File: src/rtl/legv8_instr_encoder_pkg.sv
// legv8_enc_pkg: opcodes, op/state encodings and field positions for the LEGv8 D/CB-format encoder.
package legv8_enc_pkg;
  typedef enum logic [1:0] {OP_LDUR, OP_STUR, OP_CBZ, OP_RSVD} op_e;
  typedef enum logic [1:0] {ST_IDLE, ST_CHECK, ST_EMIT} state_e;
  localparam logic [1:0] S_IDLE  = ST_IDLE;
  localparam logic [1:0] S_CHECK = ST_CHECK;
  localparam logic [1:0] S_EMIT  = ST_EMIT;
  localparam logic [10:0] OPC_LDUR = 11'h7C2;
  localparam logic [10:0] OPC_STUR = 11'h7C0;
  localparam logic [7:0]  OPC_CBZ  = 8'hB4;
  localparam int D_IMM_W    = 9;
  localparam int CB_IMM_W   = 19;
  localparam int D_OPC_LSB  = 21;
  localparam int D_IMM_LSB  = 12;
  localparam int CB_OPC_LSB = 24;
  localparam int CB_IMM_LSB = 5;
  localparam int RN_LSB     = 5;
endpackage

File: src/rtl/legv8_instr_encoder_if.sv
// legv8_instr_encoder_if: request/result handshake bundle between a request source and the encoder.
interface legv8_instr_encoder_if #(parameter int AW = 6);
  logic          in_valid;
  logic          in_ready;
  logic [1:0]    in_op;
  logic [4:0]    in_rt;
  logic [4:0]    in_rn;
  logic [63:0]   in_imm;
  logic          out_valid;
  logic          out_ready;
  logic [31:0]   out_instr;
  logic [AW-1:0] out_addr;
  logic          out_err;
  modport slave (
    input  in_valid, in_op, in_rt, in_rn, in_imm, out_ready,
    output in_ready, out_valid, out_instr, out_addr, out_err
  );
  modport master (
    output in_valid, in_op, in_rt, in_rn, in_imm, out_ready,
    input  in_ready, out_valid, out_instr, out_addr, out_err
  );
endinterface

File: src/rtl/legv8_instr_encoder_imm_fits.sv
// imm_fits: checks that a 64-bit signed immediate is representable in 9 or 19 bits.
module imm_fits
  import legv8_enc_pkg::*;
(
  input  logic [63:0] i_imm,
  input  logic        i_w19,
  output logic        o_fits
);
  logic w_unused;
  logic w_fit9;
  logic w_fit19;
  assign w_unused = ^i_imm[D_IMM_W-2:0];
  // representable iff every bit from the field's sign bit upward agrees
  assign w_fit9  = (&i_imm[63:D_IMM_W-1]) | ~(|i_imm[63:D_IMM_W-1]);
  assign w_fit19 = (&i_imm[63:CB_IMM_W-1]) | ~(|i_imm[63:CB_IMM_W-1]);
  assign o_fits  = i_w19 ? w_fit19 : w_fit9;
endmodule

File: src/rtl/legv8_instr_encoder.sv
// legv8_instr_encoder: range-checks an immediate and packs LDUR/STUR/CBZ words with a preload address.
module legv8_instr_encoder
  import legv8_enc_pkg::*;
#(
  parameter int AW = 6,
  parameter int CW = 16
) (
  input  logic                   clk,
  input  logic                   reset,
  legv8_instr_encoder_if.slave   bus,
  output logic [CW-1:0]          n_ok,
  output logic [CW-1:0]          n_err
);
  logic [1:0]    r_state;
  logic [1:0]    r_op;
  logic [4:0]    r_rt;
  logic [4:0]    r_rn;
  logic [63:0]   r_imm;
  logic [31:0]   r_instr;
  logic          r_err;
  logic [AW-1:0] r_addr;
  logic [CW-1:0] r_n_ok;
  logic [CW-1:0] r_n_err;
  logic          w_cb;
  logic          w_fits;
  logic          w_bad;
  logic          w_hs;
  logic [10:0]   w_dopc;
  logic [31:0]   w_dword;
  logic [31:0]   w_cbword;
  logic [31:0]   w_word;
  imm_fits u_fits (
    .i_imm  (r_imm),
    .i_w19  (w_cb),
    .o_fits (w_fits)
  );
  always_comb begin
    w_cb     = r_op == OP_CBZ;
    w_bad    = (r_op == OP_RSVD) | ~w_fits;
    w_dopc   = (r_op == OP_STUR) ? OPC_STUR : OPC_LDUR;
    w_dword  = (32'(w_dopc) << D_OPC_LSB) | (32'(r_imm[D_IMM_W-1:0]) << D_IMM_LSB)
             | (32'(r_rn) << RN_LSB) | 32'(r_rt);
    w_cbword = (32'(OPC_CBZ) << CB_OPC_LSB) | (32'(r_imm[CB_IMM_W-1:0]) << CB_IMM_LSB) | 32'(r_rt);
    w_word   = w_bad ? 32'h0 : w_cb ? w_cbword : w_dword;
    w_hs     = (r_state == S_EMIT) & bus.out_ready;
  end
  always_ff @(posedge clk or negedge reset) begin
    if (!reset) begin
      r_state <= S_IDLE;
      r_op    <= 2'd0;
      r_rt    <= 5'd0;
      r_rn    <= 5'd0;
      r_imm   <= 64'd0;
      r_instr <= 32'd0;
      r_err   <= 1'b0;
      r_addr  <= '0;
      r_n_ok  <= '0;
      r_n_err <= '0;
    end else begin
      if (r_state == S_IDLE && bus.in_valid) begin
        r_op    <= bus.in_op;
        r_rt    <= bus.in_rt;
        r_rn    <= bus.in_rn;
        r_imm   <= bus.in_imm;
        r_state <= S_CHECK;
      end
      if (r_state == S_CHECK) begin
        r_instr <= w_word;
        r_err   <= w_bad;
        r_state <= S_EMIT;
      end
      // rejected words never consume an address slot
      if (w_hs) begin
        r_state <= S_IDLE;
        if (!r_err) begin
          r_addr <= r_addr + AW'(1);
          if (!(&r_n_ok)) r_n_ok <= r_n_ok + CW'(1);
        end else if (!(&r_n_err)) begin
          r_n_err <= r_n_err + CW'(1);
        end
      end
    end
  end
  assign bus.in_ready  = r_state == S_IDLE;
  assign bus.out_valid = r_state == S_EMIT;
  assign bus.out_instr = r_instr;
  assign bus.out_err   = r_err;
  assign bus.out_addr  = r_addr;
  assign n_ok          = r_n_ok;
  assign n_err         = r_n_err;
endmodule

File: src/flat_wrapper.sv
// flat-port wrapper written by rule: the top's interface ports become plain ports
module legv8_instr_encoder_flat import legv8_enc_pkg::*;
#(
  parameter int AW = 6,
  parameter int CW = 16
)
  (clk, reset, n_ok, n_err, bus_in_valid, bus_in_op, bus_in_rt, bus_in_rn, bus_in_imm, bus_out_ready, bus_in_ready, bus_out_valid, bus_out_instr, bus_out_addr, bus_out_err);
  legv8_instr_encoder_if #(.AW(AW)) bus_i ();
  input  logic clk;
  input  logic reset;
  output logic [CW-1:0] n_ok;
  output logic [CW-1:0] n_err;
  input wire logic [$bits(bus_i.in_valid)-1:0] bus_in_valid;
  input wire logic [$bits(bus_i.in_op)-1:0] bus_in_op;
  input wire logic [$bits(bus_i.in_rt)-1:0] bus_in_rt;
  input wire logic [$bits(bus_i.in_rn)-1:0] bus_in_rn;
  input wire logic [$bits(bus_i.in_imm)-1:0] bus_in_imm;
  input wire logic [$bits(bus_i.out_ready)-1:0] bus_out_ready;
  output wire logic [$bits(bus_i.in_ready)-1:0] bus_in_ready;
  output wire logic [$bits(bus_i.out_valid)-1:0] bus_out_valid;
  output wire logic [$bits(bus_i.out_instr)-1:0] bus_out_instr;
  output wire logic [$bits(bus_i.out_addr)-1:0] bus_out_addr;
  output wire logic [$bits(bus_i.out_err)-1:0] bus_out_err;
  assign bus_i.in_valid = bus_in_valid;
  assign bus_i.in_op = bus_in_op;
  assign bus_i.in_rt = bus_in_rt;
  assign bus_i.in_rn = bus_in_rn;
  assign bus_i.in_imm = bus_in_imm;
  assign bus_i.out_ready = bus_out_ready;
  assign bus_in_ready = bus_i.in_ready;
  assign bus_out_valid = bus_i.out_valid;
  assign bus_out_instr = bus_i.out_instr;
  assign bus_out_addr = bus_i.out_addr;
  assign bus_out_err = bus_i.out_err;
  legv8_instr_encoder #(.AW(AW), .CW(CW)) u_core (.clk(clk), .reset(reset), .bus(bus_i), .n_ok(n_ok), .n_err(n_err));
endmodule
File: config.mk
export PLATFORM = sky130hd
export DESIGN_NAME = legv8_instr_encoder_flat
export DESIGN_NICKNAME = d
export VERILOG_FILES = /design/src/rtl/legv8_instr_encoder_pkg.sv /design/src/rtl/legv8_instr_encoder_if.sv /design/src/rtl/legv8_instr_encoder_imm_fits.sv /design/src/rtl/legv8_instr_encoder.sv /design/src/flat_wrapper.sv
export SDC_FILE = /design/constraint.sdc
export NUM_CORES = 1
export LEC_CHECK = 0
export ABC_AREA = 1
export BUFFER_PORTS_ARGS = -buffer_cell sky130_fd_sc_hd__buf_2
export CORE_UTILIZATION = 59
export DETAILED_ROUTE_END_ITERATION = 12
export PLACE_DENSITY_LB_ADDON = 0.2
export SLEW_MARGIN = 20
export SYNTH_ARGS = -nofsm -noshare
export SYNTH_HDL_FRONTEND = slang
export SYNTH_HIERARCHICAL = 1
export SYNTH_SLANG_ARGS = --single-unit
File: constraint.sdc
create_clock -name clk -period 4.4 [get_ports clk]
set_input_delay 0.44 -clock clk [delete_from_list [all_inputs] [get_ports clk]]
set_output_delay 0.44 -clock clk [all_outputs]
set_load 0.005 [all_outputs]
==> impl_metrics.json, run 1 <==
{
  "grtUsageTotal_pct": 25.9,
  "clk_pin_slew_worst_paths_ns": 0.06,
  "setup_ws_ns": 2.03,
  "slowest_stage": "inv_1",
  "synth.distinct_cells": 31,
  "clock_tree.root_cell": "clkbuf_16",
  "ys.flop_type": "dfrtp_1",
  "async_reset_ff_share_pct": 100,
  "synth-warning-count": 6,
  "yosysSeqAreaShare_pct": 51.6,
  "worstPathArrival_ns": 2.66,
  "end_kind": "register",
  "grt_max_degree": 112,
  "finalSetupViolCount": 0,
  "finalSetupTns_ns": 0,
  "sw_frac_of_total_pct": 20.7,
  "rows": 39,
  "powerDensity_nw_per_um2": 342,
  "max_freq_mhz": 423,
  "yosysMostFrequentCell": "nand2_1",
  "synthAdderAreaFrac_pct": 0.538,
  "grt_first_pass_wirelength_um": 25300,
  "initial_utilization_pct": 60.9,
  "pwr-share-seq_pct": 46.5,
  "synth_top_family_by_area": "simple AND/OR/NAND/NOR gates",
  "place_congestion": 0.847,
  "drc": 0,
  "hold_class": "in -> async",
  "cpMostUsedCell": "inv_1",
  "routed_wl_um": 15100,
  "numCtsBuffers": 17,
  "switchingPower_w": 0.000591,
  "crit_fanout": 31,
  "dieHeight_um": 111,
  "max-slew-margin-rel_pct": 31.7,
  "grt_antenna_before_repair": 0,
  "portBuffers": 150,
  "max_stage_delay_ns": 0.56,
  "comb_power_share_pct": 2.2,
  "layout-drive-gt1-share_pct": 26.8,
  "power.leakage_nw": 4.58,
  "worstReg2RegStart": "u_core/r_op[0]",
  "finClkSkew_ns": 0.0119,
  "cts_tree": "done",
  "drt_iter0_markers": 388,
  "vias_per_cell": 5.16,
  "syn_inst": 811,
  "areaGrowthSynthToFinish_pct": 19.3,
  "nFillCells": 936,
  "slew_viol_final": 0,
  "vdd_drop_max_uv": 384,
  "io_pins": 153,
  "netlist_top_cells_count": "nand2_1 (239), dfrtp_1 (144), nor2_1 (102)",
  "vias": 5724,
  "cts.htree.levels": 4,
  "place_hpwl_um": 10200,
  "synth-seq-cells": 144,
  "startpoint_type": "register",
  "fin_crit_sh_pct": 53.8,
  "tightest_slew_ns": 1.02,
  "synth.avg_cell_area_sq_um": 8.61,
  "place_ws_ns": 2.06,
  "synth_top_area_share_pct": 51.6,
  "cell_internal_pwr_w": 0.00226,
  "die_area_sq_um": 12300,
  "cts_setup_buffers": 0,
  "post_cts_resized": 0,
  "critPathKind": "reg -> reg",
  "fin_crit_ns": 2.37,
  "hold_viol": 0,
  "synth_edf_count": 0,
  "synth-compound-area-share_pct": 5.07,
  "drv_cap": 0,
  "synth-simple-area-share_pct": 24.8,
  "synth.top_cells.by_area": "dfrtp_1 (52%), nand2_1 (13%), mux2_2 (8.4%), nor2_1 (5.5%), inv_1 (3.8%)",
  "coreArea_sq_um": 11500,
  "wl_per_cell_um": 13.7,
  "die_w_um": 111,
  "grt_pass1_vias": 5510,
  "synth_xor_area_share_pct": 2.26,
  "crit_required_ns": 4.70,
  "insertion_delay_ns": 0.42,
  "r2r_cells": 11,
  "diodes": 0,
  "r2r_setup_slack_ns": 2.03,
  "yosys.area.top_type": "dfrtp_1",
  "drtAntennaViolNets": 0,
  "rr_endpoint": "u_core/bus.out_instr[4]",
  "synth_mux_area_share_pct": 8.39,
  "startpoint": "u_core/r_op[0]",
  "status": "complete, no violations",
  "rsz0062_at_grt": "false",
  "firstDrtPassIters": 5,
  "holdBufCountCts": 0,
  "cts.path.max_buffers": 2,
  "grt_overflow": 0,
  "nets": 1036,
  "cts_sinks": 144,
  "netlist_area_sq_um": 6980,
  "endpoint": "u_core/bus.out_instr[4]",
  "p_clk_share_pct": 51.3,
  "path_cells": "inv_1, nand2_1, inv_1, inv_1, nand2_1, nand2_1, inv_1, a21oi_1, nand2_1, inv_1, a22o_1"
}
worst min path at each step:
stage	startpoint	endpoint	depth (start not counted)	slack, ns
floorplan	reset	u_core/bus.out_addr[0]	0	0.14
global placement	u_core/bus.out_instr[19]	u_core/bus.out_instr[19]	2	0.46
detailed placement	u_core/bus.out_instr[7]	u_core/bus.out_instr[7]	2	0.47
CTS	reset	u_core/n_ok[1]	1	0.19
global route	reset	u_core/n_ok[9]	1	0.20
finish	reset	u_core/n_ok[9]	1	0.15
cells by family after synthesis:
family / Yosys count
compound gates: 70
xor+xnor: 18
fa+ha+maj: 3
buf+inv: 106
flops: 144
mux: 52
other cells: 1
simple gates: 417
layout by cell type, fill, tap and decap left out, types with 3 or more instances in the layout:
master / n
a21oi_1: 26
nand4_1: 12
dfrtp_1: 144
ha_1: 3
xor2_1: 6
nand2_2: 3
clkinvlp_4: 4
xnor2_1: 12
buf_2: 149
nand3b_1: 3
inv_2: 6
nor2_1: 102
o21ai_0: 43
mux2_2: 52
nand3_1: 38
inv_1: 70
nor2_2: 8
nor3_1: 3
clkbuf_16: 17
clkinv_2: 3
nand2_1: 238
bufinv_16: 3
worst max-delay path, delay by kind of cell, from the launching register on:
family	cells	cell delay (ns)
AND/OR/NAND/NOR	4	0.69
buffers and inverters	5	0.92
flip-flops	1	0.40
AO/OA/AOI/OAI	2	0.24
through the flow:
| step | power [W] | utilization [%] | std cells | area, sq um | hold WS, ns |
|---|---|---|---|---|---|
| 2_1_floorplan | 0.00135 | - | 812 | 6980 | 0.144 |
| 3_3_place_gp | 0.00141 | 67.4 | 1077 | 7720 | 0.465 |
| 3_5_place_dp | 0.00141 | 67.4 | 1077 | 7720 | 0.468 |
| 4_1_cts | 0.00287 | 72.6 | 1109 | 8330 | 0.191 |
| 5_1_grt | 0.00294 | 72.6 | 1109 | 8330 | 0.202 |
| 6_report | 0.00285 | 72.6 | 1109 | 8330 | 0.151 |
state kept, by name, indices dropped and copies added (netlist names):
name	count
u_core/r_rt	5
u_core/r_state	2
u_core/bus.out_addr	6
u_core/bus.out_instr	27
u_core/r_op	2
u_core/n_err	16
u_core/r_rn	5
u_core/r_imm	64
u_core/bus.out_err	1
u_core/n_ok	16
cell type report:
cell class / count / area (sq um) / share of cell area (%)
flip-flops and latches: 144 / 3600 / 43.3
multi-input cells: 562 / 2880 / 34.6
repair buffers: 152 / 772 / 9.27
clock buffers: 19 / 443 / 5.32
inverters: 76 / 285 / 3.43
well taps: 143 / 179 / 2.15
clock inverters: 13 / 161 / 1.94
layer usage:
| layer | part of all wire [%] | vias up | global-route usage, % | routed length [um] |
|---|---|---|---|---|
| met5 | 0 | - | 0 | 0 |
| met1 | 44 | 2693 | 32.4 | 6660 |
| met4 | 1.5 | 0 | 9.87 | 224 |
| met3 | 5.2 | 16 | 6.78 | 786 |
| li1 | - | 2844 | - | - |
| met2 | 49 | 171 | 43.1 | 7470 |
power by group through the flow:
| stage | sequential, W | combinational [W] | clock, W |
|---|---|---|---|
| 2_1_floorplan | 0.00135 | 0.00000230 | 0 |
| 3_3_place_gp | 0.00135 | 0.0000641 | 0 |
| 3_5_place_dp | 0.00135 | 0.0000645 | 0 |
| 4_1_cts | 0.00132 | 0.0000645 | 0.00149 |
| 5_1_grt | 0.00132 | 0.0000707 | 0.00155 |
| 6_report | 0.00132 | 0.0000617 | 0.00146 |
(Power assumes the default switching activity.)
==> run 2, diff against run 1 <==
Settings changed: CORE_UTILIZATION 59 to 49.
Clock period 4.4 ns to 2.15 ns, I/O delays scaled along.
==> impl_metrics.json, run 2 (same netlist as run 1, synthesis figures left out) <==
{
  "cts_tree": "done",
  "critPathTopFamily": "simple AND/OR/NAND/NOR gates",
  "drv_cap": 0,
  "nets": 1049,
  "grt_max_degree": 56,
  "hold_viol": 0,
  "total_power_w": 0.00575,
  "numCtsBuffers": 17,
  "clk_pin_slew_worst_paths_ns": 0.06,
  "worstReg2RegStart": "u_core/n_err[0]",
  "regMostFlops": "u_core/r_imm",
  "final_common_cell": "nand2_1",
  "crit_fanout": 21,
  "wl_per_cell_um": 13.3,
  "insertion_delay_ns": 0.42,
  "startpoint_type": "register",
  "cts_sinks": 144,
  "max-slew-margin-rel_pct": 47.3,
  "vdd_drop_max_uv": 537,
  "initial_utilization_pct": 50.3,
  "powerDensity_nw_per_um2": 678,
  "grt_overflow": 0,
  "largest_reg_flops": 64,
  "fin_crit_sh_pct": 91.5,
  "grt_pass1_vias": 5322,
  "coreArea_sq_um": 13900,
  "cts.htree.levels": 4,
  "diodes": 0,
  "io_pins": 153,
  "portBuffers": 150,
  "max_freq_mhz": 508,
  "rr_endpoint": "u_core/n_err[14]",
  "hold_end": "u_core/r_imm[33]",
  "cts.path.max_buffers": 2,
  "drtAntennaViolNets": 0,
  "die_w_um": 121,
  "layout_common_cells": "nand2_1 (238), buf_2 (149), dfrtp_1 (144)",
  "tightest_slew_ns": 0.789,
  "status": "complete, no violations",
  "clock_tree.root_cell": "clkbuf_16",
  "r2r_cells": 9,
  "slew_viol_final": 0,
  "rows": 43,
  "dieHeight_um": 121,
  "routed_wl_um": 15400,
  "finalSetupTns_ns": 0,
  "layout-drive-gt1-share_pct": 27.5,
  "power.leakage_nw": 4.64,
  "min_delay_path_depth": 2,
  "finalSetupViolCount": 0,
  "place_hpwl_um": 10900,
  "finClkSkew_ns": 0.0108,
  "critPathKind": "reg -> reg",
  "critPathBufInv": 0,
  "place_congestion": 0.822,
  "vias_per_cell": 4.92,
  "post_cts_resized": 0,
  "min_from": "bus_in_imm[33]",
  "grt_antenna_before_repair": 0,
  "firstDrtPassIters": 6,
  "drc": 0,
  "areaGrowthSynthToFinish_pct": 21.5,
  "nFillCells": 1219,
  "max_stage_delay_ns": 0.60,
  "path_cells": "ha_1, nand2_1, nor2_1, nand2_2, nor2_2, nor2_2, nand2_1, nand2_1, nand2_1",
  "grtUsageTotal_pct": 22.1,
  "hold_class": "in -> reg",
  "crit_required_ns": 2.45,
  "die_area_sq_um": 14700,
  "cpMostUsedCell": "nand2_1",
  "slowest_stage": "nor2_2",
  "r2r_setup_slack_ns": 0.18,
  "grt_first_pass_wirelength_um": 25000,
  "rsz0062_at_grt": "false",
  "end_kind": "register",
  "fin_crit_ns": 1.97,
  "drt_iter0_markers": 333,
  "worstPathArrival_ns": 2.27,
  "vias": 5698
}
## run 2: worst max path at each step
stage | from | endpoint | slack (ns) | cells after the start
6_report | u_core/n_err[0] | u_core/n_err[14] | 0.18 | 9
5_1_grt | u_core/n_err[0] | u_core/n_err[14] | 0.006 | 9
4_1_cts | u_core/n_err[0] | u_core/n_err[14] | 0.19 | 9
3_5_place_dp | u_core/n_err[0] | u_core/n_err[10] | 0.25 | 9
3_3_place_gp | u_core/n_err[0] | u_core/n_err[15] | 0.30 | 9
2_1_floorplan | u_core/r_imm[19] | u_core/bus.out_instr[17] | 0.55 | 13
## run 2: what timing repair did
item	4_1_cts	5_1_grt
endpoints found under the hold margin	50	0
endpoints found under the setup margin	0	0
hold buffers	1	0
buffers inserted	0	0
## run 2: metal layers
layer  GRT usage [%]  up-vias  part of all wire (%)
met3            4.93       16                   4.1
met2            36.3      154                    50
met5               0        -                     0
met4            7.79        0                   1.5
met1            28.6     2654                    45
li1                -     2874                     -
## run 2: where the power goes
group / switching (W) / internal [W]
Clock: 0.00110 / 0.00180
Sequential: 0 / 0.00271
Combinational: 0.0000815 / 0.0000616
## run 2: final cells by class
cell class              count  area [sq um]  share of cell area [%]
well taps                 180           225                    2.66
clock buffers              23           478                    5.64
multi-input cells         562          2880                    34.0
inverters                  76           285                    3.36
flip-flops and latches    144          3600                    42.5
clock inverters             9           106                    1.25
repair buffers            165           897                    10.6
## run 2: through the flow
step | instance area (sq um) | util, % | hold slack (ns) | instances | setup WS (ns)
after detailed placement | 7890 | 56.8 | 0.209 | 1126 | 0.250
after global routing | 8480 | 61.1 | 0.0138 | 1159 | 0.00647
final | 8480 | 61.1 | 0.0274 | 1159 | 0.183
after global placement | 7890 | 56.8 | 0.209 | 1126 | 0.301
after floorplan | 6980 | - | -0.0806 | 812 | 0.553
after CTS | 8480 | 61.1 | 0.0135 | 1159 | 0.191
==> run 3, diff against run 2 <==
==> constraint.sdc (replaced) <==
create_clock -name clk -period 2.15 [get_ports clk]
set_input_delay 0.645 -clock clk [delete_from_list [all_inputs] [get_ports clk]]
set_output_delay 0.645 -clock clk [all_outputs]
set_load 0.005 [all_outputs]
==> impl_metrics.json, run 3 (same netlist as run 1, synthesis figures left out) <==
{
  "r2r_setup_slack_ns": 0.23,
  "layout_common_cells": "nand2_1 (238), buf_2 (149), dfrtp_1 (144)",
  "cts_sinks": 144,
  "max-slew-margin-rel_pct": 50.1,
  "holdBufCountCts": 0,
  "slowest_stage": "nor2_2",
  "end_kind": "register",
  "finClkSkew_ns": 0.00851,
  "regArea_sq_um": 3600,
  "cell_internal_pwr_w": 0.00474,
  "startpoint_type": "register",
  "rr_endpoint": "u_core/n_err[15]",
  "vias_per_cell": 4.87,
  "pwr-share-seq_pct": 45.3,
  "path_cells": "ha_1, nand2_1, nor2_1, nand2_2, nor2_2, nor2_2, nand2_1, nand2_1, nand2_1",
  "nFillCells": 1198,
  "slew_viol_final": 0,
  "initial_utilization_pct": 50.3,
  "wl_per_cell_um": 13.0,
  "cts_tree": "done",
  "die_w_um": 121,
  "hold_class": "in -> async",
  "portBuffers": 150,
  "rows": 43,
  "dieHeight_um": 121,
  "vias": 5639,
  "place_ws_ns": 0.235,
  "largest_reg_flops": 64,
  "clock_tree.root_cell": "clkbuf_16",
  "worstReg2RegStart": "u_core/n_err[0]",
  "drc": 0,
  "fin_crit_ns": 1.92,
  "critPathTopFamily": "simple AND/OR/NAND/NOR gates",
  "vdd_drop_max_uv": 563,
  "crit_fanout": 21,
  "p_clk_share_pct": 52.2,
  "sw_frac_of_total_pct": 20.6,
  "grt_overflow": 0,
  "diodes": 0,
  "critPathBufInv": 0,
  "finalSetupTns_ns": 0,
  "power.leakage_nw": 4.68,
  "grt_pass1_vias": 5375,
  "multiInputGateArea_sq_um": 2890,
  "finalSetupViolCount": 0,
  "insertion_delay_ns": 0.42,
  "routed_wl_um": 15100,
  "comb_power_share_pct": 2.4,
  "startpoint": "u_core/n_err[0]",
  "cts.htree.levels": 4,
  "setup_ws_ns": 0.233,
  "hold_viol": 0,
  "place_hpwl_um": 10800,
  "nets": 1049,
  "drv_cap": 0,
  "drt_iter0_markers": 280,
  "grtUsageTotal_pct": 21.8,
  "io_pins": 153,
  "drtAntennaViolNets": 0,
  "areaGrowthSynthToFinish_pct": 22.9,
  "rsz0062_at_grt": "false",
  "cts.path.max_buffers": 2,
  "numCtsBuffers": 17,
  "final_common_cell": "nand2_1",
  "fin_crit_sh_pct": 89.2,
  "worstPathArrival_ns": 2.23,
  "max_stage_delay_ns": 0.57,
  "grt_first_pass_wirelength_um": 24900,
  "regMostFlops": "u_core/r_imm",
  "die_area_sq_um": 14700,
  "layout-drive-gt1-share_pct": 28.1,
  "grt_max_degree": 55,
  "r2r_cells": 9,
  "cpMostUsedCell": "nand2_1",
  "firstDrtPassIters": 4,
  "crit_required_ns": 2.46,
  "place_congestion": 0.833,
  "max_freq_mhz": 522,
  "powerDensity_nw_per_um2": 697,
  "grt_antenna_before_repair": 0,
  "switchingPower_w": 0.00123,
  "tightest_slew_ns": 0.747,
  "critPathKind": "reg -> reg",
  "status": "complete, no violations",
  "clk_pin_slew_worst_paths_ns": 0.06,
  "coreArea_sq_um": 13900
}
-- run 3: worst register-to-register path: stages, from the launching register on --
cell	delay (ns)
dfrtp_1	0.42
ha_1	0.25
nand2_1	0.08
nor2_1	0.07
nand2_2	0.11
nor2_2	0.05
nor2_2	0.57
nand2_1	0.13
nand2_1	0.09
nand2_1	0.05
-- run 3: routing by layer --
metal	up-vias	share of wire, %	GRT usage, %
met3	12	4.4	5.40
met4	0	0.81	6.64
met2	127	49	36.4
met5	-	0	0
li1	2875	-	-
met1	2625	46	27.8
-- run 3: what timing repair did --
action | 4_1_cts | 5_1_grt
gates resized for setup | 0 | 4
setup buffers | 0 | 1
endpoints found under the setup margin | 0 | 7
-- run 3: through the flow --
stage                     cell area (sq um)  std cells  total power, W  hold slack, ns  util, %
after floorplan                        6980        812         0.00277           0.349        -
after CTS                              8560       1158         0.00605           0.185     61.7
after detailed placement               7940       1126         0.00291           0.467     57.2
after global placement                 7940       1126         0.00291           0.463     57.2
final                                  8580       1159         0.00598           0.168     61.8
after global routing                   8580       1159         0.00618           0.203     61.8
-- run 3: final cells by class --
type / instances / area share (%)
clock inverter: 14 / 2.22
timing repair buffer: 165 / 11.0
inverter: 76 / 3.33
sequential: 144 / 42.0
multi-input combinational: 562 / 33.7
tap: 180 / 2.63
clock buffer: 18 / 5.12
-- run 3: worst max-delay path by stage --
stage / slack (ns) / end / cells after the start
detailed placement: 0.23 / u_core/n_err[15] / 9
global route: 0.02 / u_core/bus.out_instr[8] / 14
floorplan: 0.55 / u_core/bus.out_instr[17] / 13
finish: 0.23 / u_core/n_err[15] / 9
global placement: 0.30 / u_core/n_err[15] / 9
CTS: 0.23 / u_core/n_err[15] / 9
-- run 3: power groups by stage --
stage | Sequential, W | Combinational, W | Clock, W
global route | 0.00271 | 0.000166 | 0.00330
global placement | 0.00276 | 0.000154 | 0
detailed placement | 0.00276 | 0.000153 | 0
finish | 0.00271 | 0.000146 | 0.00312
CTS | 0.00271 | 0.000153 | 0.00318
floorplan | 0.00276 | 0.00000470 | 0
